### config.mk
export PLATFORM = sky130hd
export DESIGN_NAME = plan_sigmoid_pipe
export DESIGN_NICKNAME = d
export VERILOG_FILES = /design/src/rtl/plan_pkg.sv /design/src/rtl/plan_seg_eval.sv /design/src/rtl/plan_sigmoid_pipe.sv
export SDC_FILE = /design/constraint.sdc
export NUM_CORES = 1
export LEC_CHECK = 0
export BUFFER_PORTS_ARGS = -buffer_cell sky130_fd_sc_hd__buf_2
export CELL_PAD_IN_SITES_DETAIL_PLACEMENT = 0
export CELL_PAD_IN_SITES_GLOBAL_PLACEMENT = 1
export CORE_ASPECT_RATIO = 1.5
export CORE_MARGIN = 2
export CORE_UTILIZATION = 30
export CTS_BUF_LIST = sky130_fd_sc_hd__clkbuf_16
export CTS_CLUSTER_DIAMETER = 30
export DETAILED_ROUTE_END_ITERATION = 12
export GPL_ROUTABILITY_DRIVEN = 0
export HOLD_SLACK_MARGIN = 0.03
export PLACE_DENSITY = 0.6
export REMOVE_ABC_BUFFERS = 1
export SYNTH_ARGS = -nofsm -noshare
export SYNTH_HDL_FRONTEND = slang
export SYNTH_SLANG_ARGS = --single-unit
### constraint.sdc
create_clock -name clk -period 3 [get_ports clk]
set_input_delay 0.15 -clock clk [delete_from_list [all_inputs] [get_ports clk]]
set_output_delay 0.15 -clock clk [all_outputs]
set_load 0.02 [all_outputs]
### src/rtl/plan_pkg.sv
// Shared types and constants for the PLAN sigmoid/tanh pipeline.
// Thresholds and offsets are expressed as functions of the fractional width.
package plan_pkg;

  typedef enum logic [1:0] {
    SEG0    = 2'd0,
    SEG1    = 2'd1,
    SEG2    = 2'd2,
    SEG_SAT = 2'd3
  } plan_seg_e;

  localparam logic MODE_SIGMOID = 1'b0;
  localparam logic MODE_TANH    = 1'b1;

  // idx 0: 1.0, idx 1: 2.375, idx 2: 5.0
  function automatic int unsigned plan_thr(input int unsigned frac_w, input int unsigned idx);
    int unsigned r;
    case (idx)
      32'd0:   r = 32'd1 << frac_w;
      32'd1:   r = 32'd19 << (frac_w - 32'd3);
      default: r = 32'd5 << frac_w;
    endcase
    return r;
  endfunction

  // idx 0: 0.5, idx 1: 0.625, idx 2: 0.84375
  function automatic int unsigned plan_off(input int unsigned frac_w, input int unsigned idx);
    int unsigned r;
    case (idx)
      32'd0:   r = 32'd1 << (frac_w - 32'd1);
      32'd1:   r = 32'd5 << (frac_w - 32'd3);
      default: r = 32'd27 << (frac_w - 32'd5);
    endcase
    return r;
  endfunction

endpackage

### src/rtl/plan_seg_eval.sv
// Stage-2 datapath: picks the PLAN segment for a non-negative operand and
// evaluates its shift-add line; saturated inputs yield exactly 1.0.
module plan_seg_eval
  import plan_pkg::*;
#(
  parameter int unsigned DATA_W = 16,
  parameter int unsigned FRAC_W = 10
) (
  input  logic [DATA_W-1:0] xp_i,
  output logic [DATA_W-1:0] y_c_o,
  output plan_seg_e         seg_c_o
);

  localparam logic [DATA_W-1:0] ONE  = DATA_W'(plan_thr(FRAC_W, 0));
  localparam logic [DATA_W-1:0] T1   = DATA_W'(plan_thr(FRAC_W, 0));
  localparam logic [DATA_W-1:0] T2   = DATA_W'(plan_thr(FRAC_W, 1));
  localparam logic [DATA_W-1:0] T3   = DATA_W'(plan_thr(FRAC_W, 2));
  localparam logic [DATA_W-1:0] OFF0 = DATA_W'(plan_off(FRAC_W, 0));
  localparam logic [DATA_W-1:0] OFF1 = DATA_W'(plan_off(FRAC_W, 1));
  localparam logic [DATA_W-1:0] OFF2 = DATA_W'(plan_off(FRAC_W, 2));

  always_comb begin
    seg_c_o = SEG_SAT;
    y_c_o   = ONE;
    if (xp_i < T1) begin
      seg_c_o = SEG0;
      y_c_o   = (xp_i >> 2) + OFF0;
    end else if (xp_i < T2) begin
      seg_c_o = SEG1;
      y_c_o   = (xp_i >> 3) + OFF1;
    end else if (xp_i < T3) begin
      seg_c_o = SEG2;
      y_c_o   = (xp_i >> 5) + OFF2;
    end
  end

endmodule

### src/rtl/plan_sigmoid_pipe.sv
// Three-stage PLAN sigmoid/tanh pipeline with valid/ready on both sides and a
// single global stall; stage 2 arithmetic lives in plan_seg_eval.
module plan_sigmoid_pipe
  import plan_pkg::*;
#(
  parameter int unsigned DATA_W = 16,
  parameter int unsigned FRAC_W = 10
) (
  input  logic              clk,
  input  logic              reset,
  input  logic              in_valid,
  output logic              in_ready,
  input  logic [DATA_W-1:0] x,
  input  logic              mode,
  output logic              out_valid,
  input  logic              out_ready,
  output logic [DATA_W-1:0] f_x,
  output logic              sat
);

  if (FRAC_W < 5 || DATA_W < FRAC_W + 4) begin : g_bad_params
    $error("plan_sigmoid_pipe: need FRAC_W >= 5 and DATA_W - FRAC_W >= 4");
  end

  localparam logic [DATA_W-1:0] ONE = DATA_W'(plan_thr(FRAC_W, 0));
  localparam logic [DATA_W-1:0] T3  = DATA_W'(plan_thr(FRAC_W, 2));

  logic en_c;

  logic              s1_valid_q, s1_valid_d;
  logic [DATA_W-1:0] s1_xp_q,    s1_xp_d;
  logic              s1_neg_q,   s1_neg_d;
  logic              s1_mode_q,  s1_mode_d;

  logic              s2_valid_q, s2_valid_d;
  logic [DATA_W-1:0] s2_y_q,     s2_y_d;
  logic              s2_neg_q,   s2_neg_d;
  logic              s2_mode_q,  s2_mode_d;
  logic              s2_sat_q,   s2_sat_d;

  logic              out_valid_q, out_valid_d;
  logic [DATA_W-1:0] f_x_q,       f_x_d;
  logic              sat_q,       sat_d;

  logic [DATA_W-1:0] a_c;
  logic [DATA_W:0]   two_a_c;
  logic [DATA_W-1:0] xp_c;
  logic [DATA_W-1:0] y_c;
  plan_seg_e         seg_c;
  logic [DATA_W-1:0] t_c;
  logic [DATA_W-1:0] f_c;

  // Whole pipe advances unless a result is waiting on a stalled consumer.
  assign en_c     = !out_valid_q || out_ready;
  assign in_ready = en_c;

  // Stage 1: magnitude (most-negative input maps to 2^(DATA_W-1)), tanh pre-scale.
  always_comb begin
    a_c     = x[DATA_W-1] ? (~x + DATA_W'(1)) : x;
    two_a_c = {a_c, 1'b0};
    xp_c    = a_c;
    if (mode == MODE_TANH) begin
      xp_c = (two_a_c >= {1'b0, T3}) ? T3 : two_a_c[DATA_W-1:0];
    end
  end

  plan_seg_eval #(
    .DATA_W (DATA_W),
    .FRAC_W (FRAC_W)
  ) u_seg_eval (
    .xp_i    (s1_xp_q),
    .y_c_o   (y_c),
    .seg_c_o (seg_c)
  );

  // Stage 3: fold the sign back in; tanh(x) = 2*sigmoid(2x) - 1.
  always_comb begin
    t_c = (s2_y_q << 1) - ONE;
    if (s2_mode_q == MODE_TANH) begin
      f_c = s2_neg_q ? (~t_c + DATA_W'(1)) : t_c;
    end else begin
      f_c = s2_neg_q ? (ONE - s2_y_q) : s2_y_q;
    end
  end

  always_comb begin
    s1_valid_d  = s1_valid_q;
    s1_xp_d     = s1_xp_q;
    s1_neg_d    = s1_neg_q;
    s1_mode_d   = s1_mode_q;
    s2_valid_d  = s2_valid_q;
    s2_y_d      = s2_y_q;
    s2_neg_d    = s2_neg_q;
    s2_mode_d   = s2_mode_q;
    s2_sat_d    = s2_sat_q;
    out_valid_d = out_valid_q;
    f_x_d       = f_x_q;
    sat_d       = sat_q;
    if (en_c) begin
      s1_valid_d  = in_valid;
      if (in_valid) begin
        s1_xp_d   = xp_c;
        s1_neg_d  = x[DATA_W-1];
        s1_mode_d = mode;
      end
      s2_valid_d  = s1_valid_q;
      if (s1_valid_q) begin
        s2_y_d    = y_c;
        s2_neg_d  = s1_neg_q;
        s2_mode_d = s1_mode_q;
        s2_sat_d  = (seg_c == SEG_SAT);
      end
      out_valid_d = s2_valid_q;
      if (s2_valid_q) begin
        f_x_d = f_c;
        sat_d = s2_sat_q;
      end
    end
  end

  always_ff @(posedge clk or posedge reset) begin
    if (reset) begin
      s1_valid_q  <= 1'b0;
      s1_xp_q     <= '0;
      s1_neg_q    <= 1'b0;
      s1_mode_q   <= 1'b0;
      s2_valid_q  <= 1'b0;
      s2_y_q      <= '0;
      s2_neg_q    <= 1'b0;
      s2_mode_q   <= 1'b0;
      s2_sat_q    <= 1'b0;
      out_valid_q <= 1'b0;
      f_x_q       <= '0;
      sat_q       <= 1'b0;
    end else begin
      s1_valid_q  <= s1_valid_d;
      s1_xp_q     <= s1_xp_d;
      s1_neg_q    <= s1_neg_d;
      s1_mode_q   <= s1_mode_d;
      s2_valid_q  <= s2_valid_d;
      s2_y_q      <= s2_y_d;
      s2_neg_q    <= s2_neg_d;
      s2_mode_q   <= s2_mode_d;
      s2_sat_q    <= s2_sat_d;
      out_valid_q <= out_valid_d;
      f_x_q       <= f_x_d;
      sat_q       <= sat_d;
    end
  end

  assign out_valid = out_valid_q;
  assign f_x       = f_x_q;
  assign sat       = sat_q;

endmodule

==> reports/results.ini, run 1 <==
[floorplan]
die_y_um=137
dieArea_mm2=0.0128
initial_core_util=0.309
core_area_mm2=0.0115
io_pins=40
rows=48
die_w_um=92.9

[critical_path]
worst_ep_required_time_ps=3170
max_stage_delay_ps=440
worst_setup_path_start_kind=flop
worstSetupEndpointType=flop
crit_chain=inv_1 -> ha_1 -> nor3b_1 -> and3_1 -> a41o_1 -> o21ai_0 -> xnor2_1 -> a31oi_1
path_class=flop to flop
path_max_fanout=5
cp.arrival_ps=2330
crit_path_top_delay_cell=nor3b_1

[detailed_routing]
drt_iter0_drc=72
drcViolationCount=0
drt_first_pass_iters=6
vias=2890
vias_per_cell=4.99
wire_per_inst_um=13.8
antenna_left=0
routed_wirelength_um=8020

[finish]
multi_input_area_mm2=0.00203
drive_above_1_share=0.163
mostFrequentLayoutCell=dfrtp_1
final.fill_count=1239
regArea_mm2=0.00135
n_antenna_cell=0
layout_common_cells=dfrtp_1 (54), nand2_1 (50), o21ai_0 (42), buf_2 (39), xnor2_1 (24)
fin_nets=460
area_growth_syn_to_layout_pct=13.4
layout.cells.non_filler=579

[power_and_ir_drop]
p_leak_nw=1.81
vdd_drop_max_uv=326
p_per_area_mw_per_mm2=884

[sta]
worstMarginPinSlew_ps=897
rsz0062_at_grt=false
setup_ws_ps=831
fmax_mhz=461
setup_violations=0
max_slew_margin=0.401
period_minus_slack_ps=2170
whs_ps=-4.45
setup_tns_ps=0
maxSlewViolCount=0
hold_violations=20
fin_skew_ps=8.18
timing.final.crit_share=0.723

[yosys]
synth-adder-area-share=0.0387
synthArstFlopShare=1.00
synth_top_family_by_area=compound AO/OA/AOI/OAI gates
synth_top_area_frac=0.380
synth_compound_area_frac=0.231
ys.flop_type=dfrtp_1
syn_avg_cell_area_um2=8.90
synth-xor-area-share=0.0837
synthTopCellsByArea=dfrtp_1 (38%), o21ai_0 (5.9%), xnor2_1 (5.9%)
yosys_warnings=0
synth_enable_flop_cells=0
synth_largest_area_cell=dfrtp_1
ys_seq_area_frac=0.380
synth.area.mux_share=0.0380
synthSimpleGateAreaFrac=0.180
synth.ff_latch_count=54
synthCells=400
syn_area_mm2=0.00356
synth.distinct_cells=58

[clock_network]
numClockSinks=54
cts_root_buffer=clkbuf_16
clkLatencyLatePin_ps=300
postCtsSetupRepairBufs=0
cts-resized-gates=0
cts_tree=done
cts_buffer_depth=2
cts_hold_buf=0
cts_made_buffers=5
clk_pin_slew_ps=70
htreeDepth=2

[grt]
grt.overflow.total=0
grt_usage=0.132
grt_pass1_vias=2896
grt_pass1_wl_um=13800
antenna_found_initial=0
grt_max_degree=38

[run_status]
violations=hold timing
status=finished with violations

[placement]
post-dp-hpwl_um=6270
port_buffers=39
placedCellCount=571
place_ws_ps=673

[hold_path]
hp-class=input pin to async pin

[run]
cap_violations=0

-- area by class of cell --
class / instances / share of cell area
clock buffer: 5 / 0.0310
inverter: 20 / 0.0186
sequential: 54 / 0.335
multi-input combinational: 301 / 0.503
tap: 150 / 0.0465
timing repair buffer: 46 / 0.0614
clock inverter: 3 / 0.00403
-- state kept, by name, summed over array words and instances (netlist names) --
| register | cells |
|---|---|
| s1_valid_q | 1 |
| out_valid | 1 |
| s2_y_q | 15 |
| sat | 1 |
| f_x | 16 |
| s1_neg_q | 1 |
| s2_valid_q | 1 |
| s1_mode_q | 1 |
| s1_xp_q | 14 |
| s2_mode_q | 1 |
| s2_neg_q | 1 |
| s2_sat_q | 1 |
-- synth_stat cells, types with 2 or more instances --
cell type,number
dfrtp_1,54
nand2_1,50
o21ai_0,42
clkbuf_1,24
xnor2_1,24
inv_1,19
nor2_1,18
a21oi_1,14
ha_1,11
nand2b_1,11
a22oi_1,10
xor2_1,10
mux2i_1,9
o31ai_1,9
a221o_1,8
nor3_1,8
and2_1,6
nand3_1,6
or3_1,5
a211oi_1,4
mux2_2,4
nor4_1,4
a21o_1,3
nand3b_1,3
o41ai_1,3
a221oi_1,2
a22o_1,2
a41oi_1,2
and3_1,2
nand4b_1,2
o21bai_1,2
or2_2,2
or4_1,2
-- cell families after synthesis --
family,after synthesis
AND/OR/NAND/NOR,126
adder cells (fa/ha/maj),11
multiplexers,13
XOR/XNOR,34
flip-flops,54
AO/OA/AOI/OAI,117
buffers and inverters,45
-- worst max-delay path, delay by kind of cell, from the launching register on --
family | cells | cell delay [ps]
simple gates | 2 | 750
compound gates | 3 | 450
flops | 1 | 420
xor+xnor | 1 | 160
fa+ha+maj | 1 | 150
buf+inv | 1 | 90
-- per-layer routing --
metal	part of all wire	GRT usage
met5	0	0
met4	0.018	0.0417
met3	0.029	0.0213
met2	0.53	0.252
met1	0.42	0.148
-- report_power, final --
group          internal, W  total [W]  switching, W
logic             0.000764    0.00183       0.00106
registers         0.000957    0.00117      0.000212
clock network     0.000306   0.000569      0.000264
-- metrics by stage --
| stage | utilization | area (um^2) | hold slack, ps | total power (W) |
|---|---|---|---|---|
| 6_report | 0.350 | 4030 | -4.45 | 0.00356 |
| 5_1_grt | 0.350 | 4030 | 71.4 | 0.00389 |
| 4_1_cts | 0.350 | 4030 | 34.0 | 0.00361 |
| 3_5_place_dp | 0.338 | 3890 | 353 | 0.00304 |
| 3_3_place_gp | 0.338 | 3890 | 345 | 0.00302 |
| 2_1_floorplan | - | 3460 | 320 | 0.00251 |
-- final timing paths --
check,from,to,slack [ps],cells after the start
max reg2reg,s2_y_q[0],f_x[15],830,8
min,reset,s2_y_q[7],-4,2
min in group clk,mode,s1_xp_q[15],150,4
min reg2reg,f_x[10],f_x[10],470,2
max in group asynchronous,reset,s1_xp_q[10],2290,3
max,s2_y_q[0],f_x[15],830,8
Power figures use the tool's default switching activity.
==> run 2: changes to the inputs <==
==> constraint.sdc (replaced) <==
create_clock -name clk -period 2.1 [get_ports clk]
set_input_delay 0.105 -clock clk [delete_from_list [all_inputs] [get_ports clk]]
set_output_delay 0.105 -clock clk [all_outputs]
set_load 0.02 [all_outputs]
==> reports/results.ini, run 2 (synthesis gave the netlist of run 1 again) <==
[grt]
grt_usage=0.140  ; was 0.132
grt.overflow.total=0  ; unchanged
grt_max_degree=32  ; was 38
grt_pass1_vias=2923  ; was 2896
grt_pass1_wl_um=14400  ; was 13800 um
antenna_found_initial=0  ; unchanged

[sta]
setup_ws_ps=163  ; was 831 ps
rsz0062_at_grt=true  ; was false
fin_skew_ps=5.10  ; was 8.18 ps
period_minus_slack_ps=1940  ; was 2170 ps
hold_violations=0  ; was 20
whs_ps=127  ; was -4.45 ps
worstMarginPinSlew_ps=505  ; was 897 ps
fmax_mhz=516  ; was 461 MHz
maxSlewViolCount=0  ; unchanged
setup_violations=0  ; unchanged
max_slew_margin=0.663  ; was 0.401
timing.final.crit_share=0.922  ; was 0.723
setup_tns_ps=0  ; unchanged

[critical_path]
path_class=flop to flop  ; unchanged
cp.arrival_ps=2090  ; was 2330 ps
worstReg2RegEnd=f_x[15]  ; unchanged
r2r-start=s2_y_q[1]  ; was s2_y_q[0]
worst_ep_required_time_ps=2250  ; was 3170 ps
r2r.worst_path.cells=9  ; was 8
worstSetupEndpointType=flop  ; unchanged
worst_setup_path_start_kind=flop  ; unchanged
path_max_fanout=5  ; unchanged
r2r_slack_ps=160  ; was 830 ps

[hold_path]
hold_path_depth=4
min_from=mode
hp-class=input pin to flop  ; was input pin to async pin
hold-path-endpoint=s1_xp_q[15]

[clock_network]
postCtsSetupRepairBufs=0  ; unchanged
clk_pin_slew_ps=70  ; about the same
cts_buffer_depth=2  ; unchanged
htreeDepth=2  ; unchanged
cts_root_buffer=clkbuf_16  ; unchanged
clkLatencyLatePin_ps=290  ; was 300 ps
cts_made_buffers=5  ; unchanged
cts_tree=done  ; unchanged
numClockSinks=54  ; unchanged

[placement]
port_buffers=39  ; unchanged
placed_cell_area_mm2=0.00406  ; was 0.00389 mm^2
post-dp-hpwl_um=6810  ; was 6270 um
place_ws_ps=-67.6  ; was 673 ps

[floorplan]
io_pins=40  ; unchanged
dieArea_mm2=0.0128  ; unchanged
die_w_um=92.9  ; unchanged
die_y_um=137  ; unchanged
core_area_mm2=0.0115  ; unchanged
rows=48  ; unchanged
initial_core_util=0.309  ; unchanged

[detailed_routing]
routed_wirelength_um=8600  ; was 8020 um
vias=3014  ; was 2890
drt_iter0_drc=78  ; was 72
antenna_left=0  ; unchanged
drcViolationCount=0  ; unchanged
drt_first_pass_iters=4  ; was 6
wire_per_inst_um=14.3  ; was 13.8 um
vias_per_cell=5.01  ; was 4.99

[run]
cap_violations=0  ; unchanged

[finish]
layout_common_cells=dfrtp_1 (54), nand2_1 (50), o21ai_0 (41), buf_2 (39), buf_4 (29)  ; was dfrtp_1 (54), nand2_1 (50), o21ai_0 (42), buf_2 (39), xnor2_1 (24)
fin_nets=483  ; was 460
regArea_mm2=0.00135  ; unchanged
area_growth_syn_to_layout_pct=19.6  ; was 13.4%
final.fill_count=1242  ; was 1239
drive_above_1_share=0.215  ; was 0.163
mostFrequentLayoutCell=dfrtp_1  ; unchanged
largest_reg_flops=16  ; unchanged
multi_input_area_mm2=0.00205  ; was 0.00203 mm^2
n_antenna_cell=0  ; unchanged
finalInstanceArea_mm2=0.00426  ; was 0.00403 mm^2

[run_status]
status=complete, no violations  ; was finished with violations

[power_and_ir_drop]
p_leak_nw=1.94  ; was 1.81 nW
p_total_w=0.00542  ; was 0.00356 W
p_per_area_mw_per_mm2=1270  ; was 884 mW/mm^2
vdd_drop_max_uv=384  ; was 326 uV

[run 2: worst max-delay path, stage by stage (launching register included)]
cell and delay [ps]:
dfrtp_1 410, inv_1 60, ha_1 180, nor3b_2 150
buf_4 150, and3_1 220, a41o_1 280, o21ai_0 120
xnor2_1 140, a31oi_1 100
[run 2: power breakdown]
group	switching, W	total, W	internal, W	leakage, nW
Combinational	0.00160	0.00284	0.00124	1.17
Sequential	0.000281	0.00165	0.00137	0.691
Clock	0.000380	0.000939	0.000559	0.0812
[run 2: metrics by stage]
| step | std cells | utilization |
|---|---|---|
| after floorplan | 375 | - |
| after global placement | 593 | 0.352 |
| after detailed placement | 593 | 0.352 |
| after CTS | 602 | 0.367 |
| after global routing | 602 | 0.369 |
| final | 602 | 0.369 |
[run 2: worst max-delay path by stage]
stage	cells past startpoint	start	slack [ps]	end
after floorplan	5	out_valid	70	s1_xp_q[11]
after global placement	9	x[1]	-50	s1_xp_q[14]
final	9	s2_y_q[1]	160	f_x[15]
after CTS	7	s1_xp_q[10]	50	s2_y_q[3]
after detailed placement	7	x[1]	-70	s1_xp_q[10]
after global routing	9	s2_y_q[1]	-3	f_x[14]
[run 2: area by class of cell]
| class | instances | share of cell area |
|---|---|---|
| clock buffer | 5 | 0.0294 |
| sequential | 54 | 0.318 |
| inverter | 20 | 0.0176 |
| tap | 150 | 0.0441 |
| clock inverter | 3 | 0.00970 |
| timing repair buffer | 69 | 0.0994 |
| multi-input combinational | 301 | 0.482 |
[run 2: routing by layer]
metal / GRT usage / vias up / wire length, um
li1: - / 1537 / -
met1: 0.156 / 1421 / 3540
met2: 0.272 / 49 / 4740
met3: 0.0197 / 7 / 205
met4: 0.0425 / 0 / 116
met5: 0 / - / 0
[run 2: what timing repair did]
item                                    4_1_cts  5_1_grt
hold buffers                                  1        0
endpoints found under the setup margin        0       12
resized for setup                             0        6
endpoints found under the hold margin        17        0
